### config.mk
export PLATFORM = sky130hd
export DESIGN_NAME = ifetch_buf_flat
export DESIGN_NICKNAME = d
export VERILOG_FILES = /design/src/rtl/riscv_pkg.sv /design/src/rtl/ifetch_buf_if.sv /design/src/rtl/ifetch_buf.sv /design/src/flat_wrapper.sv
export SDC_FILE = /design/constraint.sdc
export NUM_CORES = 1
export LEC_CHECK = 0
export CAP_MARGIN = 15
export CORE_ASPECT_RATIO = 0.9
export CORE_MARGIN = 2
export CORE_UTILIZATION = 40
export DETAILED_ROUTE_END_ITERATION = 16
export DONT_BUFFER_PORTS = 1
export GPL_TIMING_DRIVEN = 0
export PLACE_DENSITY_LB_ADDON = 0.3
export RECOVER_POWER = 50
export SETUP_SLACK_MARGIN = 0.3
export SLEW_MARGIN = 40
export SYNTH_ARGS = -nofsm -noshare
export SYNTH_HDL_FRONTEND = slang
export SYNTH_SLANG_ARGS = --single-unit
### constraint.sdc
create_clock -name clk -period 5.21 [get_ports clk]
set_input_delay 1.042 -clock clk [delete_from_list [all_inputs] [get_ports clk]]
set_output_delay 1.042 -clock clk [all_outputs]
set_load 0.005 [all_outputs]
### src/rtl/riscv_pkg.sv
// rtl/riscv_pkg.sv - shared widths and fetch-buffer entry type
package riscv_pkg;

  localparam int XLEN = 64;
  localparam int ILEN = 32;

  typedef struct packed {
    logic [XLEN-1:0] addr;
    logic [ILEN-1:0] ins;
    logic            filled;
  } ifb_entry_t;

endpackage

### src/rtl/ifetch_buf_if.sv
// rtl/ifetch_buf_if.sv - fetch-stage, instruction-memory and decode signals of ifetch_buf
interface ifetch_buf_if;
  import riscv_pkg::*;

  logic [XLEN-1:0] addr;
  logic            mispred;
  logic            ready;
  logic            imem_req;
  logic [XLEN-1:0] imem_addr;
  logic            imem_rvalid;
  logic [ILEN-1:0] imem_rdata;
  logic            ins_valid;
  logic [ILEN-1:0] ins;
  logic [XLEN-1:0] ins_addr;
  logic            dec_ready;

  modport slave (
    input  addr, mispred, imem_rvalid, imem_rdata, dec_ready,
    output ready, imem_req, imem_addr, ins_valid, ins, ins_addr
  );

  modport master (
    output addr, mispred, imem_rvalid, imem_rdata, dec_ready,
    input  ready, imem_req, imem_addr, ins_valid, ins, ins_addr
  );

endinterface

### src/rtl/ifetch_buf.sv
// rtl/ifetch_buf.sv - in-order instruction fetch buffer with mispredict flush
// Optional same-cycle response-to-decode bypass: define IFB_BYPASS_EN.
module ifetch_buf
  import riscv_pkg::*;
#(
  parameter int DEPTH = 4
) (
  input logic         clk,
  input logic         rst,
  ifetch_buf_if.slave bus
);

  localparam int IW = $clog2(DEPTH);
  localparam int PW = IW + 1;
  localparam logic [PW-1:0] PTR_ONE = PW'(1);
  localparam logic [PW:0]   DEPTH_C = (PW + 1)'(DEPTH);

  ifb_entry_t    r_q [DEPTH];
  logic [PW-1:0] r_wr_ptr;
  logic [PW-1:0] r_fill_ptr;
  logic [PW-1:0] r_rd_ptr;
  logic [PW-1:0] r_drop_cnt;
  logic          r_active;

  logic [PW-1:0] w_alloc_cnt;
  logic [PW-1:0] w_outst_cnt;
  logic [PW-1:0] w_inflight;
  logic [PW:0]   w_occupied;
  logic          w_ready;
  logic          w_req;
  logic          w_resp_drop;
  logic          w_resp_fill;
  logic          w_flush_rsp;
  logic          w_bypass;
  logic          w_ins_valid;
  logic          w_pop;
  ifb_entry_t    w_head;

  assign w_alloc_cnt = r_wr_ptr - r_rd_ptr;
  assign w_outst_cnt = r_wr_ptr - r_fill_ptr;
  assign w_inflight  = r_drop_cnt + w_outst_cnt;

  // Responses still owed for flushed requests hold credit until they drain.
  assign w_occupied  = {1'b0, w_alloc_cnt} + {1'b0, r_drop_cnt};
  assign w_ready     = r_active & (bus.mispred | (w_occupied < DEPTH_C));
  assign w_req       = w_ready & ~bus.mispred;

  assign w_resp_drop = bus.imem_rvalid & (r_drop_cnt != '0);
  assign w_resp_fill = bus.imem_rvalid & (r_drop_cnt == '0) & (w_outst_cnt != '0) & ~bus.mispred;
  assign w_flush_rsp = bus.imem_rvalid & (w_inflight != '0);

  assign w_head = r_q[r_rd_ptr[IW-1:0]];

`ifdef IFB_BYPASS_EN
  assign w_bypass = w_resp_fill & (r_fill_ptr == r_rd_ptr);
`else
  assign w_bypass = 1'b0;
`endif

  assign w_ins_valid = w_head.filled | w_bypass;
  assign w_pop       = w_ins_valid & bus.dec_ready & ~bus.mispred;

  assign bus.ready     = w_ready;
  assign bus.imem_req  = w_req;
  assign bus.imem_addr = bus.addr;
  assign bus.ins_valid = w_ins_valid;
  assign bus.ins       = w_bypass ? bus.imem_rdata : w_head.ins;
  assign bus.ins_addr  = w_head.addr;

  always_ff @(posedge clk or negedge rst) begin
    if (!rst) begin
      r_active   <= 1'b0;
      r_wr_ptr   <= '0;
      r_fill_ptr <= '0;
      r_rd_ptr   <= '0;
      r_drop_cnt <= '0;
      for (int i = 0; i < DEPTH; i++) begin
        r_q[i] <= '0;
      end
    end else begin
      r_active <= 1'b1;
      if (bus.mispred) begin
        // A response landing in the flush cycle is one of the flushed requests.
        r_drop_cnt <= w_inflight - (w_flush_rsp ? PTR_ONE : '0);
        r_wr_ptr   <= '0;
        r_fill_ptr <= '0;
        r_rd_ptr   <= '0;
        for (int i = 0; i < DEPTH; i++) begin
          r_q[i].filled <= 1'b0;
        end
      end else begin
        if (w_resp_drop) begin
          r_drop_cnt <= r_drop_cnt - PTR_ONE;
        end
        if (w_req) begin
          r_q[r_wr_ptr[IW-1:0]].addr   <= bus.addr;
          r_q[r_wr_ptr[IW-1:0]].filled <= 1'b0;
          r_wr_ptr <= r_wr_ptr + PTR_ONE;
        end
        if (w_resp_fill) begin
          r_q[r_fill_ptr[IW-1:0]].ins    <= bus.imem_rdata;
          r_q[r_fill_ptr[IW-1:0]].filled <= 1'b1;
          r_fill_ptr <= r_fill_ptr + PTR_ONE;
        end
        // Placed after the fill so a bypassed entry is never left marked filled.
        if (w_pop) begin
          r_q[r_rd_ptr[IW-1:0]].filled <= 1'b0;
          r_rd_ptr <= r_rd_ptr + PTR_ONE;
        end
      end
    end
  end

endmodule
### src/flat_wrapper.sv
// flat-port wrapper written by rule: the top's interface ports become plain ports
module ifetch_buf_flat import riscv_pkg::*;
#(
  parameter int DEPTH = 4
)
  (clk, rst, bus_addr, bus_mispred, bus_imem_rvalid, bus_imem_rdata, bus_dec_ready, bus_ready, bus_imem_req, bus_imem_addr, bus_ins_valid, bus_ins, bus_ins_addr);
  ifetch_buf_if bus_i ();
  input logic clk;
  input logic rst;
  input wire logic [$bits(bus_i.addr)-1:0] bus_addr;
  input wire logic [$bits(bus_i.mispred)-1:0] bus_mispred;
  input wire logic [$bits(bus_i.imem_rvalid)-1:0] bus_imem_rvalid;
  input wire logic [$bits(bus_i.imem_rdata)-1:0] bus_imem_rdata;
  input wire logic [$bits(bus_i.dec_ready)-1:0] bus_dec_ready;
  output wire logic [$bits(bus_i.ready)-1:0] bus_ready;
  output wire logic [$bits(bus_i.imem_req)-1:0] bus_imem_req;
  output wire logic [$bits(bus_i.imem_addr)-1:0] bus_imem_addr;
  output wire logic [$bits(bus_i.ins_valid)-1:0] bus_ins_valid;
  output wire logic [$bits(bus_i.ins)-1:0] bus_ins;
  output wire logic [$bits(bus_i.ins_addr)-1:0] bus_ins_addr;
  assign bus_i.addr = bus_addr;
  assign bus_i.mispred = bus_mispred;
  assign bus_i.imem_rvalid = bus_imem_rvalid;
  assign bus_i.imem_rdata = bus_imem_rdata;
  assign bus_i.dec_ready = bus_dec_ready;
  assign bus_ready = bus_i.ready;
  assign bus_imem_req = bus_i.imem_req;
  assign bus_imem_addr = bus_i.imem_addr;
  assign bus_ins_valid = bus_i.ins_valid;
  assign bus_ins = bus_i.ins;
  assign bus_ins_addr = bus_i.ins_addr;
  ifetch_buf #(.DEPTH(DEPTH)) u_core (.clk(clk), .rst(rst), .bus(bus_i));
endmodule
Yosys cells after proc, flatten, opt, wreduce, memory -nomap -nowiden
Index checks and enable logic that the tools add are counted.
{"block": "classes", "reduce_logical": 11, "order_cmp": 7, "muxes": 36, "n_bitwise": 14, "n_addsub": 9}
{"operator": "bitwise mux 388 bit", "n": 5}
{"operator": "two-way mux 388 bit", "n": 5}
{"operator": "demux 97 bit (select 2 bit)", "n": 5}
{"operator": "two-way mux 97 bit", "n": 3}
{"operator": "binary-select mux 97 bit (select 2 bit)", "n": 1}
{"operator": "two-way mux 33 bit", "n": 1}
{"operator": "two-way mux 3 bit", "n": 8}
{"operator": "adder 3 x 1 -> 3 bit, second input constant", "n": 3}
{"operator": "bitwise AND 1 bit", "n": 9}
{"operator": ">= comparator 3 bit, second input constant", "n": 3}
{"operator": "less-than comparator 3 x 1 -> 1 bit, second input constant", "n": 3}
{"operator": "inverter 2 -> 3 bit", "n": 3}
{"operator": "nonzero test 3 bit", "n": 3}
{"operator": "subtractor 3 bit", "n": 3}
{"operator": "two-way mux 1 bit", "n": 8}
{"operator": "nonzero test 2 bit", "n": 4}
{"operator": "adder 3 x 3 -> 4 bit", "n": 1}
{"operator": "less-than comparator 4 x 3 -> 1 bit, second input constant", "n": 1}
{"operator": "adder 3 bit", "n": 1}
{"operator": "logical AND 1 bit", "n": 3}
{"operator": "zero test 3 bit", "n": 1}
{"operator": "subtractor 3 x 1 -> 3 bit, second input constant", "n": 1}
{"operator": "inverter 1 bit", "n": 1}
{"operator": "OR 1 bit", "n": 1}
{"block": "totals", "elab_cells": 94, "reg_bits": 401, "output_inout_bits": 163, "in_bits": 101}

Logic depth before layout (Yosys ltp)
{"block": "logic_depth", "ltp_word": 16, "ltp_mapped": 13, "mapped_depth_nobuf": 13}

Worst setup path before layout
No wires, ideal clock.
{"block": "synth_timing", "path_type": "reg-to-output", "start": "register u_core.r_rd_ptr[1]", "end": "output port bus_imem_req", "path_buffers": 2, "arrival_ps": 2693, "setup_slack_ps": 1475, "stages_incl_launch_ff": 11, "required_time_ps": 4168, "path_cell_list": "dfrtp_1 > clkbuf_1 > clkbuf_1 > inv_1 > fa_1 > xor2_1 > xnor2_1 > ha_1 > nor4b_4 > nand2_1 > nor2_1"}
{"block": "synth_between", "elab_chain_cells": 6}
{"element": "start: declaration", "line": "ifetch_buf.sv:21", "text": "logic [PW-1:0] r_rd_ptr;"}
{"element": "start signal: assignment", "line": "ifetch_buf.sv:108", "text": "r_rd_ptr <= r_rd_ptr + PTR_ONE;"}
{"element": "subtractor 3 bit", "line": "ifetch_buf.sv:39", "text": "assign w_alloc_cnt = r_wr_ptr - r_rd_ptr;"}
{"element": "adder 3 x 3 -> 4 bit", "line": "ifetch_buf.sv:44", "text": "assign w_occupied = {1'b0, w_alloc_cnt} + {1'b0, r_drop_cnt};"}
{"element": "less-than comparator 4 x 3 -> 1 bit", "line": "ifetch_buf.sv:45", "text": "assign w_ready = r_active & (bus.mispred | (w_occupied < DEPTH_C));"}
{"element": "OR 1 bit", "line": "ifetch_buf.sv:45"}
{"element": "bitwise AND 1 bit", "line": "ifetch_buf.sv:45"}
{"element": "bitwise AND 1 bit", "line": "ifetch_buf.sv:46", "text": "assign w_req = w_ready & ~bus.mispred;"}
{"element": "end: declaration", "line": "flat_wrapper.sv:16", "text": "output wire logic [$bits(bus_i.imem_req)-1:0] bus_imem_req;"}
Every way passes these cells.

Worst setup path after layout
Ends and elaborated chain as after synthesis.

==> flow_metrics.env <==
export IMPL_critPathArrivalTime_ns=3.50
export IMPL_grt_overflow_total=0
export IMPL_dieArea_sq_mm=0.0478
export IMPL_h_tree_depth=2
export IMPL_cts_buffers_inserted=44
export IMPL_cpPeakStageDelay_ns=0.45
export IMPL_fmax_mhz=220
export IMPL_grt_max_degree=402
export IMPL_grt_pass1_wl_um=67700
export IMPL_seqCellArea_sq_mm=0.0100
export IMPL_antenna_left=0
export IMPL_numPlacedInstances=1736
export IMPL_required_ns=4.17
export IMPL_crit_path_end_kind="primary output"
export IMPL_fin_skew_ns=0.0137
export IMPL_synthFlopType="dfrtp_1"
export IMPL_synth_area_leaders="dfrtp_1, mux2_2, mux4_2"
export IMPL_cts_hold_buf=0
export IMPL_synth_cell_area_sq_mm=0.0184
export IMPL_portBuffers=0
export IMPL_yosys_warnings=0
export IMPL_finalNonFillerCells=1816
export IMPL_drtIter0Drc=439
export IMPL_slew_viol_final=0
export IMPL_synth_common_cells="dfrtp_1, mux2_2, mux4_2, buf_4, buf_2"
export IMPL_status="finished clean"
export IMPL_fill_cells=4011
export IMPL_path_max_fanout=10
export IMPL_p_per_area_mw_per_mm2=439
export IMPL_synth_edf_count=0
export IMPL_core_sq_mm=0.0455
export IMPL_hold_class="input port to asynchronous set/reset pin"
export IMPL_synthArstFlopShare_pct=100
export IMPL_ys_seq_area_share_pct=54.5
export IMPL_cts_sinks=401
export IMPL_rsz0062_at_grt="false"
export IMPL_clock_tree_buffer_depth=3
export IMPL_cts_root_buf="clkbuf_16"
export IMPL_cts_clk_slew_worst_paths_ns=0.06
export IMPL_vias=9760
export IMPL_antenna_found_initial=0
export IMPL_postSynthAreaPerCell_sq_um=16.3
export IMPL_path_buf_inv=3
export IMPL_cts_tree="yes"
export IMPL_drtPass1Iterations=4
export IMPL_period_minus_slack_ns=4.54
export IMPL_ios=264
export IMPL_synth_distinct_cells=39
export IMPL_multi_input_area_sq_mm=0.00743
export IMPL_irDropWorstVdd_uv=212
export IMPL_dp_hpwl_um=29400
export IMPL_timing_final_crit_share_pct=87.1
export IMPL_rows=74
export IMPL_grt_usage_pct=19.1
export IMPL_timing_rr_start="u_core.r_rd_ptr[1]"
export IMPL_maxCapViolations=0
export IMPL_start_util_pct=40.5
export IMPL_vias_per_cell=5.37
export IMPL_syn_nets=1252
export IMPL_diodes=0
export IMPL_drc=0
export IMPL_tightest_slew_ns=1.22
export IMPL_setup_viol=0
export IMPL_hold_viol=0
export IMPL_area_growth_pct=11.9
export IMPL_drt_wl_total_um=44600
export IMPL_crit_path_start_kind="flip-flop"
export IMPL_cp_cell_sequence="clkbuf_2 > buf_4 > inv_1 > fa_1 > xor2_1 > xnor2_1 > ha_1 > nor4b_4 > nand2_1 > nor2_1"
export IMPL_netlist_instances=1127
export IMPL_ys_ff_latch=401
export IMPL_slew_limit_headroom_pct=18.6
export IMPL_critical_path_class="flip-flop to primary output"
export IMPL_post_cts_resize_count=1
export IMPL_avgRoutedWirePerCell_um=24.6
export IMPL_yosysMostFrequentCell="dfrtp_1"
export IMPL_worstRegToRegCells=12
export IMPL_path_delay_family="simple AND/OR/NAND/NOR gates"
export IMPL_slowest_stage="fa_1"
export IMPL_fp_dieW_um=230
export IMPL_grt_pass1_vias=10400
export IMPL_r2r_slack_ns=1.45
export IMPL_finalSetupTns_ns=0
export IMPL_synth_largest_type_area_fraction_pct=54.5
export IMPL_whs_ns=0.162
export IMPL_die_h_um=208
export IMPL_final_layout_size_suffix_gt1_share_pct=55.5
export IMPL_postCtsSetupRepairBufs=0
export IMPL_gp_congestion=0.746
export IMPL_clk_latency_ns=0.57
export IMPL_nNetsFinal=1299
export IMPL_leakagePower_nw=9.66
export IMPL_synth_largest_area_cell="dfrtp_1"
-- stage by stage --
stage / utilization, % / power (mW) / worst slack (ns) / area, sq um
after floorplan: - / 5.56 / 1.47 / 18400
after global routing: 45.3 / 9.51 / 0.321 / 20600
after detailed placement: 42.3 / 6.01 / 0.864 / 19200
after CTS: 45.4 / 9.20 / 0.387 / 20700
after global placement: 42.2 / 5.90 / 0.419 / 19200
final: 45.3 / 9.05 / 0.672 / 20600
-- power by group --
part	switching (mW)	internal [mW]
registers	0.367	3.88
logic	0.624	1.05
clock network	1.26	1.86
total	2.26	6.79
-- layout by cell type (no fill, tap or decap), drive strengths merged --
cell type,netlist,layout
a211oi,1,1
a21oi,7,7
a221oi,3,3
a31oi,1,1
and2,1,1
and3,1,1
and3b,1,1
and4b,1,1
buf,116,49
bufinv,0,4
clkbuf,15,145
clkinv,0,11
clkinvlp,0,1
conb,1,1
dfrtp,401,401
fa,3,3
ha,21,21
inv,18,20
mux2,385,385
mux2i,3,3
mux4,97,97
nand2,7,7
nand2b,1,1
nand3,5,5
nand3b,1,1
nand4,4,4
nor2,9,9
nor3,3,3
nor4b,1,1
o211a,1,1
o21a,2,2
o21ai,4,4
or3,1,1
xnor2,7,7
xnor3,1,1
xor2,4,4
-- layout make-up --
cell class | count | share of cell area [%]
buffer | 131 | 4.16
clock buffer | 62 | 6.01
clock inverter | 18 | 0.971
inverter | 18 | 0.328
multi-input combinational | 577 | 36.0
sequential | 401 | 48.7
tap | 608 | 3.69
timing repair buffer | 1 | 0.134
-- worst max path at each step --
| stage | cells after the start | slack [ns] | to | from |
|---|---|---|---|---|
| floorplan | 10 | 1.47 | bus_imem_req | u_core.r_rd_ptr[1] |
| global placement | 10 | 0.42 | bus_imem_req | u_core.r_rd_ptr[1] |
| detailed placement | 10 | 0.86 | bus_imem_req | u_core.r_rd_ptr[1] |
| CTS | 10 | 0.39 | bus_imem_req | u_core.r_rd_ptr[1] |
| global route | 10 | 0.32 | bus_imem_req | u_core.r_rd_ptr[1] |
| finish | 10 | 0.67 | bus_imem_req | u_core.r_rd_ptr[1] |
-- worst register-to-register path: stages, from the launching register on --
cell and delay, ns:
dfrtp_1 0.39, clkbuf_2 0.21, buf_4 0.29, inv_1 0.15, fa_1 0.45, xor2_1 0.16, xnor2_1 0.18, ha_1 0.30
nor4b_4 0.45, nand4_1 0.18, buf_2 0.29, buf_2 0.30, mux2_2 0.31
-- cells by family (layout without fill, tap and decap cells) --
family / after synthesis / count (layout) / share of synthesized area, %
compound gates: 19 / 19 / 0.659
xor+xnor: 12 / 12 / 0.652
fa+ha+maj: 24 / 24 / 1.75
buf+inv: 149 / 230 / 5.10
flops: 401 / 401 / 54.5
mux: 485 / 485 / 36.2
other cells: 1 / 1 / 0.0204
simple gates: 36 / 36 / 1.17
-- routing by layer --
layer / wire length, um / GRT usage (%) / part of all wire (%) / vias up
li1: - / - / - / 4179
met1: 19500 / 26.0 / 44 / 5249
met2: 20600 / 29.5 / 46 / 262
met3: 3140 / 5.14 / 7.0 / 70
met4: 1300 / 6.59 / 2.9 / 0
met5: 0 / 0 / 0 / -
No activity file was read; power rests on OpenSTA's default activity.
